File: config.mk
export PLATFORM = sky130hd
export DESIGN_NAME = multicycle_control_unit_flat
export DESIGN_NICKNAME = d
export VERILOG_FILES = /design/src/rtl/multicycle_control_unit_pkg.sv /design/src/rtl/multicycle_control_unit_if.sv /design/src/rtl/multicycle_control_unit_cond_check.sv /design/src/rtl/multicycle_control_unit.sv /design/src/flat_wrapper.sv
export SDC_FILE = /design/constraint.sdc
export NUM_CORES = 1
export LEC_CHECK = 0
export BUFFER_PORTS_ARGS = -buffer_cell sky130_fd_sc_hd__buf_2
export CORE_MARGIN = 10
export CORE_UTILIZATION = 50
export DETAILED_ROUTE_END_ITERATION = 16
export GPL_TIMING_DRIVEN = 0
export PLACE_DENSITY = 0.82
export RECOVER_POWER = 25
export SKIP_LAST_GASP = 1
export SLEW_MARGIN = 20
export SYNTH_ARGS = -nofsm -noshare
export SYNTH_HDL_FRONTEND = slang
export SYNTH_SLANG_ARGS = --single-unit
File: constraint.sdc
create_clock -name clk -period 2.3 [get_ports clk]
set_input_delay 0.575 -clock clk [delete_from_list [all_inputs] [get_ports clk]]
set_output_delay 0.575 -clock clk [all_outputs]
set_load 0.005 [all_outputs]
File: src/rtl/multicycle_control_unit_pkg.sv
// Shared types and constants for the multicycle control unit slice.
// Package mc_ctrl_pkg:
//   state_t  - FSM states of the fetch/decode/execute/writeback sequencer
//   cond_t   - condition field encodings (instr[31:28])
//   ALU_*    - alu_control encodings
//   CMD_*    - data-processing cmd field encodings (funct[4:1])
//   OP_*     - instruction class encodings (instr[27:26])
package mc_ctrl_pkg;

  typedef enum logic [3:0] {
    S_FETCH,
    S_DECODE,
    S_MEMADR,
    S_MEMRD,
    S_MEMWB,
    S_MEMWR,
    S_EXECR,
    S_EXECI,
    S_ALUWB,
    S_BRANCH
  } state_t;

  typedef enum logic [3:0] {
    C_EQ = 4'h0, C_NE = 4'h1, C_CS = 4'h2, C_CC = 4'h3,
    C_MI = 4'h4, C_PL = 4'h5, C_VS = 4'h6, C_VC = 4'h7,
    C_HI = 4'h8, C_LS = 4'h9, C_GE = 4'hA, C_LT = 4'hB,
    C_GT = 4'hC, C_LE = 4'hD, C_AL = 4'hE, C_NV = 4'hF
  } cond_t;

  localparam logic [2:0] ALU_ADD = 3'b000;
  localparam logic [2:0] ALU_SUB = 3'b001;
  localparam logic [2:0] ALU_AND = 3'b010;
  localparam logic [2:0] ALU_ORR = 3'b011;
  localparam logic [2:0] ALU_BAD = 3'b111;

  localparam logic [3:0] CMD_AND = 4'b0000;
  localparam logic [3:0] CMD_SUB = 4'b0010;
  localparam logic [3:0] CMD_ADD = 4'b0100;
  localparam logic [3:0] CMD_CMP = 4'b1010;
  localparam logic [3:0] CMD_ORR = 4'b1100;

  localparam logic [1:0] OP_DP  = 2'b00;
  localparam logic [1:0] OP_MEM = 2'b01;
  localparam logic [1:0] OP_BR  = 2'b10;

endpackage

File: src/rtl/multicycle_control_unit_if.sv
// Bundle between the multicycle control unit and its datapath.
// master: the control unit (consumes instruction fields, flags, mem_ready;
//         drives datapath mux selects, write enables, alu_control, status pulses)
// slave : the datapath side (mirror directions)
interface multicycle_control_unit_if #(
  parameter int unsigned ALU_CTRL_W = 3,
  parameter int unsigned REG_IDX_W  = 4
);
  logic [1:0]            op;
  logic [5:0]            funct;
  logic [REG_IDX_W-1:0]  rd;
  logic [3:0]            cond;
  logic [3:0]            alu_flags;
  logic                  mem_ready;

  logic                  pc_write;
  logic                  ir_write;
  logic                  reg_w;
  logic                  mem_w;
  logic                  adr_src;
  logic                  alu_src_a;
  logic [1:0]            alu_src_b;
  logic [1:0]            result_src;
  logic [1:0]            imm_src;
  logic [1:0]            reg_src;
  logic [ALU_CTRL_W-1:0] alu_control;
  logic                  instr_done;
  logic                  illegal;

  modport master (
    input  op, funct, rd, cond, alu_flags, mem_ready,
    output pc_write, ir_write, reg_w, mem_w, adr_src, alu_src_a,
           alu_src_b, result_src, imm_src, reg_src, alu_control,
           instr_done, illegal
  );

  modport slave (
    output op, funct, rd, cond, alu_flags, mem_ready,
    input  pc_write, ir_write, reg_w, mem_w, adr_src, alu_src_a,
           alu_src_b, result_src, imm_src, reg_src, alu_control,
           instr_done, illegal
  );
endinterface

File: src/rtl/multicycle_control_unit_cond_check.sv
// Condition evaluator: cond (instr[31:28]) against NZCV flags -> cond_ex.
// Ports: cond[3:0] in, flags[3:0] in ({N,Z,C,V}), cond_ex out.
module cond_check
  import mc_ctrl_pkg::*;
(
  input  logic [3:0] cond,
  input  logic [3:0] flags,
  output logic       cond_ex
);
  logic n, z, c, v;
  assign {n, z, c, v} = flags;

  always_comb begin
    cond_ex = 1'b0;
    case (cond_t'(cond))
      C_EQ: cond_ex = z;
      C_NE: cond_ex = ~z;
      C_CS: cond_ex = c;
      C_CC: cond_ex = ~c;
      C_MI: cond_ex = n;
      C_PL: cond_ex = ~n;
      C_VS: cond_ex = v;
      C_VC: cond_ex = ~v;
      C_HI: cond_ex = c & ~z;
      C_LS: cond_ex = ~c | z;
      C_GE: cond_ex = (n == v);
      C_LT: cond_ex = (n != v);
      C_GT: cond_ex = ~z & (n == v);
      C_LE: cond_ex = z | (n != v);
      C_AL: cond_ex = 1'b1;
      default: cond_ex = 1'b0;
    endcase
  end
endmodule

File: src/rtl/multicycle_control_unit.sv
// Multicycle control unit: Moore FSM sequencing fetch/decode/execute/writeback
// (3-5 cycles per instruction), NZCV flag register, conditional-execution gating
// of register/memory/PC writes, ALU decode and datapath mux selects.
// Ports: clk, rst_n (synchronous, active low), bus (multicycle_control_unit_if.master).
// Optional build macro MULTICYCLE_MEM_WAIT_EN: FETCH, MEMRD and MEMWR stall until
// mem_ready=1; without it mem_ready is ignored and those states last one cycle.
module multicycle_control_unit
  import mc_ctrl_pkg::*;
#(
  parameter int unsigned ALU_CTRL_W = 3,
  parameter int unsigned REG_IDX_W  = 4,
  parameter int unsigned PC_REG     = 15
) (
  input logic                       clk,
  input logic                       rst_n,
  multicycle_control_unit_if.master bus
);
  state_t     state, next;
  logic [3:0] flags;
  logic       cond_ex, cond_ex_q;
  logic [3:0] cmd;
  logic [2:0] alu_dec;
  logic       cmd_bad, mem_go;
  logic       ir_raw, pcf_raw, regw_raw, memw_raw, branch, alu_op, done_raw, ill_raw;

  assign cmd = bus.funct[4:1];

`ifdef MULTICYCLE_MEM_WAIT_EN
  assign mem_go = bus.mem_ready;
`else
  logic mem_ready_unused;
  assign mem_go           = 1'b1;
  assign mem_ready_unused = bus.mem_ready;
`endif

  cond_check u_cond_check (
    .cond    (bus.cond),
    .flags   (flags),
    .cond_ex (cond_ex)
  );

  always_comb begin
    alu_dec = ALU_BAD;
    cmd_bad = 1'b0;
    case (cmd)
      CMD_ADD: alu_dec = ALU_ADD;
      CMD_SUB: alu_dec = ALU_SUB;
      CMD_AND: alu_dec = ALU_AND;
      CMD_ORR: alu_dec = ALU_ORR;
      CMD_CMP: alu_dec = ALU_SUB;
      default: cmd_bad = 1'b1;
    endcase
  end

  always_ff @(posedge clk) begin
    if (!rst_n) state <= S_FETCH;
    else        state <= next;
  end

  always_ff @(posedge clk) begin
    if (!rst_n) begin
      flags     <= '0;
      cond_ex_q <= 1'b0;
    end else begin
      if (state == S_DECODE) cond_ex_q <= cond_ex;
      if ((state == S_EXECR || state == S_EXECI) && bus.funct[0] && cond_ex_q) begin
        flags[3:2] <= bus.alu_flags[3:2];
        if (cmd == CMD_ADD || cmd == CMD_SUB || cmd == CMD_CMP)
          flags[1:0] <= bus.alu_flags[1:0];
      end
    end
  end

  always_comb begin
    next           = state;
    bus.adr_src    = 1'b0;
    bus.alu_src_a  = 1'b0;
    bus.alu_src_b  = 2'b00;
    bus.result_src = 2'b00;
    ir_raw   = 1'b0;
    pcf_raw  = 1'b0;
    regw_raw = 1'b0;
    memw_raw = 1'b0;
    branch   = 1'b0;
    alu_op   = 1'b0;
    done_raw = 1'b0;
    ill_raw  = 1'b0;
    case (state)
      S_FETCH: begin
        bus.alu_src_a  = 1'b1;
        bus.alu_src_b  = 2'b10;
        bus.result_src = 2'b10;
        if (mem_go) begin
          ir_raw  = 1'b1;
          pcf_raw = 1'b1;
          next    = S_DECODE;
        end
      end
      S_DECODE: begin
        bus.alu_src_a  = 1'b1;
        bus.alu_src_b  = 2'b10;
        bus.result_src = 2'b10;
        case (bus.op)
          OP_MEM: next = S_MEMADR;
          OP_BR:  next = S_BRANCH;
          OP_DP: begin
            // An unknown cmd ends the instruction here, same as op=11,
            // so the done pulse in DECODE really marks its last state.
            if (cmd_bad) begin
              ill_raw  = 1'b1;
              done_raw = 1'b1;
              next     = S_FETCH;
            end else begin
              next = bus.funct[5] ? S_EXECI : S_EXECR;
            end
          end
          default: begin
            ill_raw  = 1'b1;
            done_raw = 1'b1;
            next     = S_FETCH;
          end
        endcase
      end
      S_MEMADR: begin
        bus.alu_src_b = 2'b01;
        next = bus.funct[0] ? S_MEMRD : S_MEMWR;
      end
      S_MEMRD: begin
        bus.adr_src = 1'b1;
        if (mem_go) next = S_MEMWB;
      end
      S_MEMWB: begin
        bus.result_src = 2'b01;
        regw_raw = 1'b1;
        done_raw = 1'b1;
        next     = S_FETCH;
      end
      S_MEMWR: begin
        bus.adr_src = 1'b1;
        if (mem_go) begin
          memw_raw = 1'b1;
          done_raw = 1'b1;
          next     = S_FETCH;
        end
      end
      S_EXECR: begin
        bus.alu_src_b = 2'b00;
        alu_op = 1'b1;
        next   = S_ALUWB;
      end
      S_EXECI: begin
        bus.alu_src_b = 2'b01;
        alu_op = 1'b1;
        next   = S_ALUWB;
      end
      S_ALUWB: begin
        bus.result_src = 2'b00;
        regw_raw = (cmd != CMD_CMP);
        done_raw = 1'b1;
        next     = S_FETCH;
      end
      S_BRANCH: begin
        bus.alu_src_b  = 2'b01;
        bus.result_src = 2'b10;
        branch   = 1'b1;
        done_raw = 1'b1;
        next     = S_FETCH;
      end
      default: next = S_FETCH;
    endcase
  end

  assign bus.ir_write   = rst_n & ir_raw;
  assign bus.reg_w      = rst_n & regw_raw & cond_ex_q;
  assign bus.mem_w      = rst_n & memw_raw & cond_ex_q;
  assign bus.pc_write   = rst_n & (pcf_raw | (cond_ex_q & (branch |
                          (regw_raw & (bus.rd == REG_IDX_W'(PC_REG))))));
  assign bus.instr_done = rst_n & done_raw;
  assign bus.illegal    = rst_n & ill_raw;

  assign bus.alu_control = ALU_CTRL_W'(alu_op ? alu_dec : ALU_ADD);
  assign bus.imm_src     = bus.op;
  assign bus.reg_src     = {bus.op == OP_MEM, bus.op == OP_BR};
endmodule

File: src/flat_wrapper.sv
// flat-port wrapper written by rule: the top's interface ports become plain ports
module multicycle_control_unit_flat import mc_ctrl_pkg::*;
#(
  parameter int unsigned ALU_CTRL_W = 3,
  parameter int unsigned REG_IDX_W  = 4,
  parameter int unsigned PC_REG     = 15
)
  (clk, rst_n, bus_op, bus_funct, bus_rd, bus_cond, bus_alu_flags, bus_mem_ready, bus_pc_write, bus_ir_write, bus_reg_w, bus_mem_w, bus_adr_src, bus_alu_src_a, bus_alu_src_b, bus_result_src, bus_imm_src, bus_reg_src, bus_alu_control, bus_instr_done, bus_illegal);
  multicycle_control_unit_if #(.ALU_CTRL_W(ALU_CTRL_W), .REG_IDX_W(REG_IDX_W)) bus_i ();
  input logic clk;
  input logic rst_n;
  input wire logic [$bits(bus_i.op)-1:0] bus_op;
  input wire logic [$bits(bus_i.funct)-1:0] bus_funct;
  input wire logic [$bits(bus_i.rd)-1:0] bus_rd;
  input wire logic [$bits(bus_i.cond)-1:0] bus_cond;
  input wire logic [$bits(bus_i.alu_flags)-1:0] bus_alu_flags;
  input wire logic [$bits(bus_i.mem_ready)-1:0] bus_mem_ready;
  output wire logic [$bits(bus_i.pc_write)-1:0] bus_pc_write;
  output wire logic [$bits(bus_i.ir_write)-1:0] bus_ir_write;
  output wire logic [$bits(bus_i.reg_w)-1:0] bus_reg_w;
  output wire logic [$bits(bus_i.mem_w)-1:0] bus_mem_w;
  output wire logic [$bits(bus_i.adr_src)-1:0] bus_adr_src;
  output wire logic [$bits(bus_i.alu_src_a)-1:0] bus_alu_src_a;
  output wire logic [$bits(bus_i.alu_src_b)-1:0] bus_alu_src_b;
  output wire logic [$bits(bus_i.result_src)-1:0] bus_result_src;
  output wire logic [$bits(bus_i.imm_src)-1:0] bus_imm_src;
  output wire logic [$bits(bus_i.reg_src)-1:0] bus_reg_src;
  output wire logic [$bits(bus_i.alu_control)-1:0] bus_alu_control;
  output wire logic [$bits(bus_i.instr_done)-1:0] bus_instr_done;
  output wire logic [$bits(bus_i.illegal)-1:0] bus_illegal;
  assign bus_i.op = bus_op;
  assign bus_i.funct = bus_funct;
  assign bus_i.rd = bus_rd;
  assign bus_i.cond = bus_cond;
  assign bus_i.alu_flags = bus_alu_flags;
  assign bus_i.mem_ready = bus_mem_ready;
  assign bus_pc_write = bus_i.pc_write;
  assign bus_ir_write = bus_i.ir_write;
  assign bus_reg_w = bus_i.reg_w;
  assign bus_mem_w = bus_i.mem_w;
  assign bus_adr_src = bus_i.adr_src;
  assign bus_alu_src_a = bus_i.alu_src_a;
  assign bus_alu_src_b = bus_i.alu_src_b;
  assign bus_result_src = bus_i.result_src;
  assign bus_imm_src = bus_i.imm_src;
  assign bus_reg_src = bus_i.reg_src;
  assign bus_alu_control = bus_i.alu_control;
  assign bus_instr_done = bus_i.instr_done;
  assign bus_illegal = bus_i.illegal;
  multicycle_control_unit #(.ALU_CTRL_W(ALU_CTRL_W), .REG_IDX_W(REG_IDX_W), .PC_REG(PC_REG)) u_core (.clk(clk), .rst_n(rst_n), .bus(bus_i));
endmodule
# Yosys cells after proc, flatten, opt, wreduce, memory -nomap -nowiden
# Cells that the tools add are included.
# Widths: inputs -> output; s select.
[totals]
ff_bits = 9
latch_bits = 0
ram_bits = 0
mem_bits_ro = 0
elab_cells = 97
n_memories = 0
[classes]
add_sub_neg = 0
mul = 0
div_mod_pow = 0
order_cmp = 0
n_eq_ne = 33
n_shift = 0
mux = 21
n_bitwise = 20
n_reduce_logical = 19
[op_table]
columns = ["operator", "n"]
rows = [
  ["$eq 4x4->1 const B", 12],
  ["$eq 4x3->1 const B", 9],
  ["$eq 4x2->1 const B", 5],
  ["$pmux 4 s5", 1],
  ["$pmux 1 s15", 1],
  ["$and 1x1->1", 12],
  ["$logic_not 4->1", 3],
  ["$pmux 3 s4", 1],
  ["$pmux 4 s3", 1],
  ["$reduce_or 2->1", 5],
  ["$mux 1", 9],
  ["$eq 4x1->1 const B", 2],
  ["$pmux 2 s2", 2],
  ["$mux 3", 2],
  ["$pmux 1 s2", 3],
  ["$reduce_or 3->1", 2],
  ["$reduce_or 5->1", 1],
  ["$mux 4", 1],
  ["$ne 4x4->1 const B", 1],
  ["$not 1->1", 4],
  ["$or 1x1->1", 4],
  ["$reduce_or 4->1", 1],
  ["$logic_or 1x1->1", 3],
  ["$eq 2x1->1 const B", 1],
  ["6 further kinds", 7],
]

# Logic depth before layout (Yosys ltp)
# Gate-level depths: netlist of the first run.
[logic_depth]
depth_word = 7
depth_mapped = 6
mapped_depth_nobuf = 6

# Cells and area by module
# A second synthesis of the first run with hierarchy kept.
[unflattened]
hier_cells = 131
hier_area_um2 = 994.7
[modules_own_cells]
columns = ["mod", "n_inst", "cells_each", "area_each_um2", "seq_area_each_um2"]
rows = [
  ["multicycle_control_unit", 1, 103, 800.8, 180.2],
  ["cond_check", 1, 28, 193.9, 0.0],
]

# Least setup slack after synthesis of the first run
# No wires, ideal clock.
[synth_path]
kind = "in2out"
start = "input port bus_funct[2]"
end = "output port bus_instr_done"
t_arrival_ns = 1.411
required_time_ns = 1.725
slack_ns = 0.314
stages = 5
path_cell_list = "nor3b_1 -> a211oi_1 -> and2_1 -> nor3_1 -> nand2b_1"
[synth_via]
elab_chain_len = 6
elab_cells_between_ends = 10
cone_classes = "4 x eq/ne; 3 x mux; 1 x bitwise; 2 x reduce/logical"
[synth_lines]
columns = ["item", "line_no", "text"]
rows = [
  ["start, declared", "flat_wrapper.sv:13", "input wire logic [$bits(bus_i.funct)-1:0] bus_funct;"],
  ["$eq 4x4->1, or another cell as far along", "multicycle_control_unit.sv:45", "case (cmd)"],
  ["$reduce_or 5->1 (no line) *", "--", ""],
  ["$mux 1 *", "multicycle_control_unit.sv:109", "if (cmd_bad) begin"],
  ["$pmux 1 s2 *", "multicycle_control_unit.sv:103", "case (bus.op)"],
  ["$pmux 1 s2 *", "multicycle_control_unit.sv:88", "case (state)"],
  ["$and 1x1->1 *", "multicycle_control_unit.sv:178", "assign bus.instr_done = rst_n & done_raw;"],
  ["end, declared", "flat_wrapper.sv:29", "output wire logic [$bits(bus_i.instr_done)-1:0] bus_instr_done;"],
]
# Mark *: on every way between the ends. The rest lies on a longest branch, timed or not.

# Worst setup path after layout of the first run
[layout_path]
start = "register u_core.state[3]"
end = "output port bus_instr_done"
[layout_via]
elab_chain_len = 4
elab_cells_between_ends = 8
cone_classes = "5 x eq/ne; 1 x mux; 1 x bitwise; 1 x reduce/logical"
[layout_lines]
columns = ["item", "line_no", "text"]
rows = [
  ["start, declared", "multicycle_control_unit.sv:18", "state_t state, next;"],
  ["start signal, assigned", "multicycle_control_unit.sv:57", "else state <= next;"],
  ["$eq 4x3->1 / $eq 4x4->1 (equally long branches)", "multicycle_control_unit.sv:88", ""],
  ["$reduce_or 4->1 (no line)", "--", ""],
  ["$pmux 1 s2 *", "multicycle_control_unit.sv:88", ""],
  ["$and 1x1->1 *", "multicycle_control_unit.sv:178", ""],
]
# Marked as above.

==> impl_metrics.prom, run 1 <==
# TYPE chip_impl_metric gauge
chip_impl_metric{name="number_of_buffers_created_by_cts",unit=""} 3
chip_impl_metric{name="timing.critical_path.fanout_max",unit=""} 10
chip_impl_metric{name="timing.clock.skew",unit="ps"} 2.39
chip_impl_metric{name="postCtsHoldBufs",unit=""} 0
chip_impl_metric{name="grt_overflow",unit=""} 0
chip_impl_metric{name="wire_per_inst",unit="um"} 13.7
chip_impl_metric{name="groute.usage.overall",unit="%"} 13.0
chip_impl_metric{name="postRouteAntennaNets",unit=""} 0
chip_impl_info{name="hold_class",value="reg -> reg"} 1
chip_impl_metric{name="dieWidth",unit="um"} 63.7
chip_impl_metric{name="grt_antenna_before_repair",unit=""} 0
chip_impl_metric{name="post_cts.resized_instances",unit=""} 1
chip_impl_metric{name="clock_tree.htree_level_count",unit=""} 1
chip_impl_metric{name="grt_pass1_wl",unit="um"} 4580
chip_impl_metric{name="slew_headroom",unit="%"} 70.4
chip_impl_metric{name="drt_pass1_iterations",unit=""} 4
chip_impl_metric{name="clock-sinks",unit=""} 9
chip_impl_metric{name="yosysUniqueCellTypes",unit=""} 42
chip_impl_metric{name="maximum_number_of_pins_on_one_net_before_global_route_repair",unit=""} 11
chip_impl_metric{name="setup_violations",unit=""} 0
chip_impl_metric{name="number_of_synthesized_register_bits",unit=""} 9
chip_impl_metric{name="tightestPinTransition",unit="ps"} 445
chip_impl_metric{name="max-clock-path-buffers",unit=""} 2
chip_impl_metric{name="worst_ep_arrival_time",unit="ps"} 1670
chip_impl_metric{name="syn_to_final_growth",unit="%"} 27.1
chip_impl_info{name="ctsRootBufferMaster",value="clkbuf_4"} 1
chip_impl_metric{name="synth_seq_area_share",unit="%"} 18.8
chip_impl_metric{name="post_route_cells_drive_above_1_share",unit="%"} 34.1
chip_impl_metric{name="fp.dieArea",unit="mm^2"} 0.00406
chip_impl_metric{name="detailroute.via_count",unit=""} 1073
chip_impl_metric{name="placeableCoreArea",unit="mm^2"} 0.00176
chip_impl_metric{name="post_synth_instance_area",unit="um^2"} 956
chip_impl_metric{name="final_nets",unit=""} 198
chip_impl_info{name="layout.cells.most_common",value="buf_2"} 1
chip_impl_metric{name="total_of_warnings_raised_by_yosys",unit=""} 0
chip_impl_metric{name="boundaryPins",unit=""} 42
chip_impl_metric{name="p_leak",unit="uW"} 0.000539
chip_impl_info{name="critPathLaunchType",value="flop"} 1
chip_impl_info{name="setup.worst_path.class",value="reg -> out"} 1
chip_impl_metric{name="clock_latency",unit="ps"} 260
chip_impl_metric{name="max_cap_violations",unit=""} 0
chip_impl_metric{name="initial_utilization",unit="%"} 54.2
chip_impl_metric{name="number_of_flops_mapped_to_enable_cells_by_yosys",unit=""} 0
chip_impl_metric{name="ir_drop",unit="mV"} 0.266
chip_impl_metric{name="first_iter_violations",unit=""} 14
chip_impl_metric{name="synth.avg_cell_area",unit="um^2"} 7.47
chip_impl_metric{name="setup_slack",unit="ps"} 59.0
chip_impl_metric{name="post-dp-hpwl",unit="um"} 2160
chip_impl_info{name="yosys_most_used_dff",value="dfxtp_1"} 1
chip_impl_metric{name="vias_per_cell",unit=""} 5.50
chip_impl_metric{name="worst_setup_hold_path_clk_slew",unit="ps"} 60
chip_impl_metric{name="max_freq",unit="GHz"} 0.446
chip_impl_metric{name="hold_viol",unit=""} 0
chip_impl_info{name="launch_point_of_the_critical_path",value="u_core.state[3]"} 1
chip_impl_metric{name="placement.io_buffers",unit=""} 38
chip_impl_metric{name="drc_errors",unit=""} 0
chip_impl_metric{name="p_per_area",unit="mW/mm^2"} 354
chip_impl_info{name="tritoncts",value="yes"} 1
chip_impl_metric{name="row_count",unit=""} 15
chip_impl_metric{name="worst_hold_path.num_cells",unit=""} 2
chip_impl_metric{name="finalPower",unit="uW"} 431
chip_impl_info{name="worst_r2r_startpoint",value="u_core.state[2]"} 1
chip_impl_metric{name="cts.repair_timing.setup_buffer_count",unit=""} 0
chip_impl_metric{name="postRouteWirelength",unit="um"} 2670
chip_impl_info{name="grt_setup_unrepaired",value="true"} 1
chip_impl_metric{name="synth.net_count",unit=""} 155
chip_impl_metric{name="worstPathRequired",unit="ps"} 1730
chip_impl_info{name="hold_start",value="u_core.flags[2]"} 1
chip_impl_metric{name="ffs_w_async_s_r_synth",unit="%"} 0
chip_impl_metric{name="finalWeightedCongestion",unit=""} 0.806
chip_impl_metric{name="final_max_slew_viols",unit=""} 0
chip_impl_metric{name="insertedDiodeCount",unit=""} 0
chip_impl_metric{name="period_minus_slack",unit="ps"} 2240
chip_impl_metric{name="postLayoutCoreUtil",unit="%"} 68.9
chip_impl_metric{name="post_synth_inst_count",unit=""} 128
chip_impl_metric{name="dp_slack",unit="ps"} 34.6
chip_impl_info{name="cp-end-kind",value="output port"} 1
chip_impl_metric{name="final_min_period_over_clock_period",unit="%"} 97.4
chip_impl_metric{name="timing.reg2reg.worst_path_depth",unit=""} 5
chip_impl_info{name="most_used_cells_in_the_layout_excluding_fill_and_tap_cells",value="42 x buf_2, 12 x nor2_1, 10 x nand2_1"} 1
chip_impl_info{name="status",value="complete, no violations"} 1
chip_impl_metric{name="grt_pass1_vias",unit=""} 1091
chip_impl_metric{name="fp.dieH",unit="um"} 63.7
cells in the mapped netlist (all sizes together), types with 5 or more instances:
master / instances / area, um^2
a21oi: 5 / 25.0
buf: 8 / 50.0
dfxtp: 9 / 180
mux2i: 5 / 50.1
nand2: 11 / 41.3
nor2: 13 / 48.8
nor2b: 7 / 43.8
nor3: 8 / 40.0
o21ai: 5 / 25.0
cell families after synthesis:
| logic type | share of synthesized area, % |
|---|---|
| buffers and inverters | 8.11 |
| xor gates and xnor gates | 4.58 |
| AOI/OAI and AO/OA | 18.6 |
| and+or+nand+nor | 39.4 |
| muxes | 5.24 |
| DFF | 18.8 |
| adders and majority gates | 5.24 |
registers in the layout, summed over array words and instances, names as in the netlist:
name and count:
u_core.cond_ex_q 1, u_core.flags 4, u_core.state 4
worst paths after layout:
path,endpoint,slack [ps]
setup / recovery,bus_instr_done,60
hold / removal,u_core.flags[2],540
setup reg to reg,u_core.flags[0],670
hold reg to reg,u_core.flags[2],540
where the power goes:
group,internal [uW],switching (uW),total (uW)
combinational,64.8,77.8,143
clock,66.9,56.0,123
sequential,161,4.19,165
final cells by class:
cell class / instances / area, um^2
clock buffers: 4 / 26.3
well taps: 25 / 31.3
flip-flops and latches: 9 / 180
repair buffers: 38 / 190
fillers: 180 / 549
multi-input cells: 104 / 708
inverters: 4 / 15.0
plain buffers: 11 / 63.8
layer usage:
metal	track usage, %	vias to the layer above	wire length, um
met2	22.7	37	1280
li1	-	542	-
met1	14.6	490	1170
met3	3.53	4	178
met5	0	-	0
met4	4.92	0	36
through the flow:
| step | area, um^2 | TNS, ps | hold WS (ps) | instances |
|---|---|---|---|---|
| 2_1_floorplan | 956 | 0 | 482 | 128 |
| 3_3_place_gp | 1180 | 0 | 520 | 191 |
| 3_5_place_dp | 1180 | 0 | 534 | 191 |
| 4_1_cts | 1210 | 0 | 544 | 195 |
| 5_1_grt | 1210 | -41.2 | 584 | 195 |
| 6_report | 1210 | 0 | 537 | 195 |
critical path, stage by stage (launching register included):
cell and delay (ps):
dfxtp_1 320, buf_6 130, nor2_2 110, nand2_2 90
or3_4 350, nor3_2 180, nand2b_1 120, buf_2 110
No activity file was read; power rests on OpenSTA's default activity.
==> run 2, diff against run 1 <==
--- a/config.mk
+++ b/config.mk
@@ -6,10 +6,10 @@
 export NUM_CORES = 1
 export LEC_CHECK = 0
 export BUFFER_PORTS_ARGS = -buffer_cell sky130_fd_sc_hd__buf_2
-export CORE_MARGIN = 10
+export CORE_MARGIN = 2
 export CORE_UTILIZATION = 50
 export DETAILED_ROUTE_END_ITERATION = 16
-export GPL_TIMING_DRIVEN = 0
+export GPL_TIMING_DRIVEN = 1
 export PLACE_DENSITY = 0.82
 export RECOVER_POWER = 25
 export SKIP_LAST_GASP = 1
==> run 2 against run 1 <==
Effect of this change:
- highest routed layer unchanged
- largest cell class unchanged
- sequential power is essentially flat
- die area is 44% lower
- clock power hardly changed
- cell area down 0.62%
- global-route usage grew 7.5 points
- final cell count is 0.51% lower
==> impl_metrics.prom, run 2 (synthesized netlist as in run 1, its figures left out) <==
# TYPE chip_impl_metric gauge
chip_impl_info{name="status",value="complete, no violations"} 1
chip_impl_metric{name="postRouteWirelength",unit="um"} 2240
chip_impl_metric{name="timing.reg2reg.worst_path_depth",unit=""} 6
chip_impl_metric{name="detailed_place.area",unit="mm^2"} 0.00118
chip_impl_metric{name="path_buf_inv",unit=""} 2
chip_impl_info{name="ctsRootBufferMaster",value="clkbuf_4"} 1
chip_impl_metric{name="max-clock-path-buffers",unit=""} 2
chip_impl_info{name="critPathLaunchType",value="primary input"} 1
chip_impl_metric{name="number_of_buffers_created_by_cts",unit=""} 3
chip_impl_metric{name="grt_overflow",unit=""} 0
chip_impl_metric{name="final_nets",unit=""} 197
chip_impl_metric{name="p_per_area",unit="mW/mm^2"} 355
chip_impl_metric{name="drc_errors",unit=""} 0
chip_impl_info{name="crit_path_cell_trace",value="buf_2 > nor3b_1 > a211oi_1 > and2_1 > nor3_2 > nand2b_1 > buf_2"} 1
chip_impl_metric{name="timing.clock.skew",unit="ps"} 0.238
chip_impl_metric{name="grt_pass1_wl",unit="um"} 3480
chip_impl_metric{name="route.met2.wl",unit="um"} 1070
chip_impl_info{name="layout.cells.most_common",value="buf_2"} 1
chip_impl_info{name="route.top_layer_used",value="met4"} 1
chip_impl_metric{name="total_routed_wire_length_on_the_met1_layer",unit="um"} 1010
chip_impl_info{name="cp-end-kind",value="output port"} 1
chip_impl_info{name="worst_r2r_startpoint",value="u_core.state[2]"} 1
chip_impl_metric{name="slew_headroom",unit="%"} 77.3
chip_impl_metric{name="fp.dieH",unit="um"} 47.7
chip_impl_info{name="crit-reg2reg-capture",value="u_core.flags[0]"} 1
chip_impl_metric{name="final_max_slew_viols",unit=""} 0
chip_impl_metric{name="worst_setup_hold_path_clk_slew",unit="ps"} 60
chip_impl_metric{name="placement.io_buffers",unit=""} 40
chip_impl_metric{name="post-dp-hpwl",unit="um"} 1800
chip_impl_metric{name="max_cap_violations",unit=""} 0
chip_impl_info{name="crit_path_top_delay_cell",value="nor3b_1"} 1
chip_impl_metric{name="syn_to_final_growth",unit="%"} 26.3
chip_impl_metric{name="hold_viol",unit=""} 0
chip_impl_info{name="reg_top3",value="u_core.flags: 4 flops, u_core.state: 4 flops, u_core.cond_ex_q: 1 flops"} 1
chip_impl_info{name="hold_start",value="u_core.flags[2]"} 1
chip_impl_metric{name="boundaryPins",unit=""} 42
chip_impl_metric{name="timing.critical_path.fanout_max",unit=""} 6
chip_impl_metric{name="finalPower",unit="uW"} 429
chip_impl_metric{name="worst_hold_path.num_cells",unit=""} 2
chip_impl_info{name="path_delay_family",value="simple AND/OR/NAND/NOR gates"} 1
chip_impl_metric{name="placeableCoreArea",unit="mm^2"} 0.00176
chip_impl_metric{name="postRouteAntennaNets",unit=""} 0
chip_impl_info{name="tritoncts",value="yes"} 1
chip_impl_metric{name="setup.reg_to_reg.worst_slack",unit="ps"} 600
chip_impl_metric{name="initial_utilization",unit="%"} 54.2
chip_impl_info{name="setup.worst_path.class",value="in -> out"} 1
chip_impl_metric{name="vias_per_cell",unit=""} 5.48
chip_impl_metric{name="slowest_delay",unit="ps"} 220
chip_impl_info{name="most_used_cells_in_the_layout_excluding_fill_and_tap_cells",value="39 x buf_2, 13 x nor2_1, 11 x nand2_1"} 1
chip_impl_metric{name="max_freq",unit="GHz"} 0.447
chip_impl_metric{name="final_min_period_over_clock_period",unit="%"} 97.3
chip_impl_metric{name="dieWidth",unit="um"} 47.7
chip_impl_metric{name="grt_pass1_vias",unit=""} 897
chip_impl_metric{name="detailroute.via_count",unit=""} 1063
chip_impl_metric{name="postLayoutCoreUtil",unit="%"} 68.4
chip_impl_info{name="hold_class",value="reg -> reg"} 1
chip_impl_metric{name="post_route_cells_drive_above_1_share",unit="%"} 32.0
chip_impl_metric{name="wire_per_inst",unit="um"} 11.5
chip_impl_metric{name="clock_latency",unit="ps"} 260
chip_impl_metric{name="period_minus_slack",unit="ps"} 2240
chip_impl_metric{name="tightestPinTransition",unit="ps"} 330
chip_impl_metric{name="insertedDiodeCount",unit=""} 0
chip_impl_metric{name="worstPathRequired",unit="ps"} 1730
chip_impl_metric{name="finalWeightedCongestion",unit=""} 0.844
chip_impl_metric{name="p_leak",unit="uW"} 0.000532
chip_impl_metric{name="maximum_number_of_pins_on_one_net_before_global_route_repair",unit=""} 18
chip_impl_metric{name="grt_antenna_before_repair",unit=""} 0
chip_impl_metric{name="final_area",unit="mm^2"} 0.00121
chip_impl_metric{name="met3WireLength",unit="um"} 149
chip_impl_metric{name="fp.dieArea",unit="mm^2"} 0.00228
chip_impl_info{name="path_common_cell",value="buf_2"} 1
chip_impl_metric{name="groute.usage.overall",unit="%"} 20.5
chip_impl_info{name="hold_end",value="u_core.flags[2]"} 1
chip_impl_metric{name="first_iter_violations",unit=""} 11
chip_impl_metric{name="setup_violations",unit=""} 0
chip_impl_metric{name="ir_drop",unit="mV"} 0.379
chip_impl_metric{name="clock_tree.htree_level_count",unit=""} 1
chip_impl_metric{name="drt_pass1_iterations",unit=""} 4
chip_impl_metric{name="postCtsHoldBufs",unit=""} 0
chip_impl_metric{name="worst_ep_arrival_time",unit="ps"} 1660
chip_impl_metric{name="row_count",unit=""} 15
chip_impl_metric{name="clock-sinks",unit=""} 9
-- run 2: changes by cell type in the layout (fill, tap and decap cells not counted), sizes merged --
cell,before,now
buf,46,45
-- run 2: final cells by class --
type | count | area [um^2]
clock buffer | 4 | 26.3
fill | 171 | 557
inverter | 4 | 15.0
multi-input combinational | 104 | 703
sequential | 9 | 180
tap | 25 | 31.3
timing repair buffer | 48 | 251
-- run 2: report_power, final --
group | switching (uW) | leakage (uW) | internal (uW)
clock network | 56.0 | 0.0000150 | 66.9
registers | 4.11 | 0.0000731 | 161
logic | 74.9 | 0.000444 | 65.9
-- run 2: stage by stage --
stage / hold WS (ps) / setup slack [ps] / instances / TNS, ps
after global routing: 590 / -2.39 / 194 / -2.39
final: 551 / 61.7 / 194 / 0
after global placement: 526 / 83.5 / 190 / 0
after CTS: 557 / 27.8 / 194 / 0
after detailed placement: 546 / 36.2 / 190 / 0
after floorplan: 482 / 314 / 128 / 0
-- run 2: tightest hold or removal path, cell delays in order (launching register included) --
cell and delay (ps):
dfxtp_1 340, o21ai_0 80, a21boi_0 80
-- run 2: metal layers --
layer  vias to the layer above  track usage, %
met5                         -               0
met4                         0            7.03
met3                         2           0.755
met2                        37            35.7
met1                       484            26.8
li1                        540               -
-- run 2: worst max-delay path by stage --
stage / start / end / slack [ps] / depth (start not counted)
floorplan: bus_funct[2] / bus_instr_done / 310 / 5
global placement: bus_funct[2] / bus_instr_done / 80 / 7
detailed placement: bus_funct[2] / bus_instr_done / 40 / 7
CTS: bus_funct[2] / bus_instr_done / 30 / 7
global route: bus_funct[2] / bus_instr_done / -2 / 7
finish: bus_funct[2] / bus_instr_done / 60 / 7
-- run 2: what timing repair did --
action,4_1_cts,5_1_grt
endpoints found under the setup margin,0,1
resized for setup,0,1
hold endpoints to repair,0,0
setup buffers,0,0
==> run 3, diff against run 2 <==
--- a/config.mk
+++ b/config.mk
@@ -10,7 +10,7 @@
 export CORE_UTILIZATION = 50
 export DETAILED_ROUTE_END_ITERATION = 16
 export GPL_TIMING_DRIVEN = 1
-export PLACE_DENSITY = 0.82
+export PLACE_DENSITY_LB_ADDON = 0.25
 export RECOVER_POWER = 25
 export SKIP_LAST_GASP = 1
 export SLEW_MARGIN = 20
==> run 3 against run 2 <==
Effect of this change:
- combinational power barely moved
- non-clock buffer count down 2
- die area unchanged
- first-iteration DRC count rose by 91%
- highest routed layer unchanged
==> impl_metrics.prom, run 3 (synthesized netlist as in run 1, its figures left out) <==
# TYPE chip_impl_metric gauge
chip_impl_metric{name="groute.usage.overall",unit="%"} 21.1
chip_impl_metric{name="worst_setup_hold_path_clk_slew",unit="ps"} 60
chip_impl_info{name="worst_r2r_startpoint",value="u_core.state[2]"} 1
chip_impl_metric{name="wire_per_inst",unit="um"} 12.2
chip_impl_info{name="status",value="complete, no violations"} 1
chip_impl_info{name="hold_class",value="reg -> reg"} 1
chip_impl_metric{name="fp.dieH",unit="um"} 47.7
chip_impl_metric{name="p_per_area",unit="mW/mm^2"} 358
chip_impl_metric{name="final_min_period_over_clock_period",unit="%"} 95.0
chip_impl_metric{name="slowest_delay",unit="ps"} 240
chip_impl_metric{name="p_leak",unit="uW"} 0.000527
chip_impl_metric{name="initial_utilization",unit="%"} 54.2
chip_impl_metric{name="timing.critical_path.fanout_max",unit=""} 4
chip_impl_info{name="launch_point_of_the_critical_path",value="bus_funct[4]"} 1
chip_impl_info{name="setup.worst_path.class",value="in -> out"} 1
chip_impl_metric{name="timing.clock.skew",unit="ps"} 5.19
chip_impl_metric{name="slew_headroom",unit="%"} 77.3
chip_impl_metric{name="drc_errors",unit=""} 0
chip_impl_metric{name="post-place-cells",unit=""} 188
chip_impl_info{name="setup.worst_path.end",value="bus_instr_done"} 1
chip_impl_metric{name="period_minus_slack",unit="ps"} 2180
chip_impl_info{name="cp-end-kind",value="output port"} 1
chip_impl_info{name="tritoncts",value="yes"} 1
chip_impl_metric{name="grt_overflow",unit=""} 0
chip_impl_metric{name="number_of_buffers_created_by_cts",unit=""} 3
chip_impl_metric{name="post-dp-hpwl",unit="um"} 1900
chip_impl_info{name="reg_top3",value="u_core.flags: 4 flops, u_core.state: 4 flops, u_core.cond_ex_q: 1 flops"} 1
chip_impl_metric{name="max-clock-path-buffers",unit=""} 2
chip_impl_metric{name="clock-sinks",unit=""} 9
chip_impl_metric{name="insertedDiodeCount",unit=""} 0
chip_impl_metric{name="hold_viol",unit=""} 0
chip_impl_metric{name="postRouteWirelength",unit="um"} 2340
chip_impl_info{name="crit_path_cell_trace",value="buf_2 > nor3b_2 > a211oi_2 > and2_1 > nor3_2 > nand2b_1 > buf_2"} 1
chip_impl_metric{name="final_nets",unit=""} 195
chip_impl_metric{name="p_seq_share",unit="%"} 38.6
chip_impl_metric{name="postCtsHoldBufs",unit=""} 0
chip_impl_metric{name="final.hold.worst_slack",unit="ps"} 530
chip_impl_metric{name="grt_pass1_wl",unit="um"} 3410
chip_impl_info{name="path_common_cell",value="buf_2"} 1
chip_impl_metric{name="clock_tree.htree_level_count",unit=""} 1
chip_impl_metric{name="dieWidth",unit="um"} 47.7
chip_impl_metric{name="max_cap_violations",unit=""} 0
chip_impl_metric{name="timing.reg2reg.worst_path_depth",unit=""} 6
chip_impl_info{name="grt_setup_unrepaired",value="false"} 1
chip_impl_metric{name="detailroute.via_count",unit=""} 1057
chip_impl_metric{name="clock_power_share",unit="%"} 28.6
chip_impl_metric{name="internal-power",unit="uW"} 293
chip_impl_metric{name="fp.dieArea",unit="mm^2"} 0.00228
chip_impl_metric{name="switching_share",unit="%"} 32.1
chip_impl_metric{name="vias_per_cell",unit=""} 5.51
chip_impl_metric{name="final_area",unit="mm^2"} 0.00121
chip_impl_metric{name="placement.io_buffers",unit=""} 40
chip_impl_metric{name="grt_pass1_vias",unit=""} 858
chip_impl_metric{name="postRouteAntennaNets",unit=""} 0
chip_impl_metric{name="tightestPinTransition",unit="ps"} 331
chip_impl_metric{name="setup_violations",unit=""} 0
chip_impl_info{name="critPathLaunchType",value="primary input"} 1
chip_impl_metric{name="finalWeightedCongestion",unit=""} 0.819
chip_impl_metric{name="row_count",unit=""} 15
chip_impl_metric{name="clock_latency",unit="ps"} 260
chip_impl_metric{name="maximum_number_of_pins_on_one_net_before_global_route_repair",unit=""} 18
chip_impl_metric{name="final_max_slew_viols",unit=""} 0
chip_impl_metric{name="boundaryPins",unit=""} 42
chip_impl_metric{name="stdcell_count",unit=""} 192
chip_impl_metric{name="worstPathRequired",unit="ps"} 1730
chip_impl_info{name="crit-reg2reg-capture",value="u_core.flags[0]"} 1
chip_impl_metric{name="first_iter_violations",unit=""} 21
chip_impl_metric{name="setup.reg_to_reg.worst_slack",unit="ps"} 610
chip_impl_metric{name="syn_to_final_growth",unit="%"} 26.2
chip_impl_metric{name="share_comb_of_total_power",unit="%"} 32.8
chip_impl_metric{name="placeableCoreArea",unit="mm^2"} 0.00176
chip_impl_info{name="most_used_cells_in_the_layout_excluding_fill_and_tap_cells",value="38 x buf_2, 13 x nor2_1, 11 x nand2_1"} 1
chip_impl_metric{name="grt_antenna_before_repair",unit=""} 0
chip_impl_info{name="ctsRootBufferMaster",value="clkbuf_4"} 1
chip_impl_metric{name="drt_pass1_iterations",unit=""} 4
chip_impl_metric{name="detailed_place.area",unit="mm^2"} 0.00117
chip_impl_metric{name="ir_drop",unit="mV"} 0.352
chip_impl_info{name="crit_path_top_delay_cell",value="a211oi_2"} 1
chip_impl_metric{name="total_switching_power",unit="uW"} 138
chip_impl_metric{name="max_freq",unit="GHz"} 0.458
chip_impl_metric{name="worst_ep_arrival_time",unit="ps"} 1610
chip_impl_info{name="layout.cells.most_common",value="buf_2"} 1
chip_impl_metric{name="setup_tns",unit="ps"} 0
chip_impl_metric{name="post_route_cells_drive_above_1_share",unit="%"} 32.9
[run 3: power groups by stage]
| stage | logic [uW] | clock network [uW] | registers, uW |
|---|---|---|---|
| 2_1_floorplan | 86.6 | 0 | 167 |
| 3_3_place_gp | 134 | 0 | 169 |
| 3_5_place_dp | 140 | 0 | 170 |
| 4_1_cts | 141 | 124 | 166 |
| 5_1_grt | 158 | 131 | 167 |
| 6_report | 142 | 123 | 167 |
[run 3: final cells by class]
| class | count | area (um^2) |
|---|---|---|
| inverters | 4 | 15.0 |
| repair buffers | 46 | 239 |
| well taps | 25 | 31.3 |
| clock buffers | 4 | 26.3 |
| multi-input cells | 104 | 713 |
| fillers | 185 | 558 |
| flip-flops and latches | 9 | 181 |
[run 3: worst min-delay path by stage]
stage / start / end / slack, ps / depth (start not counted)
final: u_core.flags[2] / u_core.flags[2] / 530 / 2
after global routing: u_core.state[3] / u_core.state[3] / 570 / 1
after CTS: u_core.flags[2] / u_core.flags[2] / 540 / 2
after detailed placement: u_core.flags[2] / u_core.flags[2] / 520 / 2
after global placement: u_core.flags[2] / u_core.flags[2] / 510 / 2
after floorplan: u_core.flags[2] / u_core.flags[2] / 480 / 2
[run 3: what timing repair did]
item,4_1_cts,5_1_grt
buffers inserted,0,0
resized for setup,0,4
setup endpoints to repair,0,2
[run 3: per-stage QoR]
stage	total power [uW]	utilization (%)	setup WS, ps
2_1_floorplan	254	-	314
3_3_place_gp	303	66.3	56.4
3_5_place_dp	309	66.3	49.2
4_1_cts	431	67.8	44.8
5_1_grt	456	68.4	24.1
6_report	431	68.4	115
[run 3: layer usage]
metal / track usage (%) / share of wire [%] / vias up
li1: - / - / 535
met1: 24.5 / 42 / 482
met2: 37.1 / 50 / 30
met3: 5.66 / 4.2 / 10
met4: 7.57 / 3.2 / 0
met5: 0 / 0 / -
[run 3: critical path: cells and delay by family]
kind | cells | cell delay, ps
and+or+nand+nor | 4 | 540
buffers and inverters | 2 | 240
AOI/OAI and AO/OA | 1 | 240
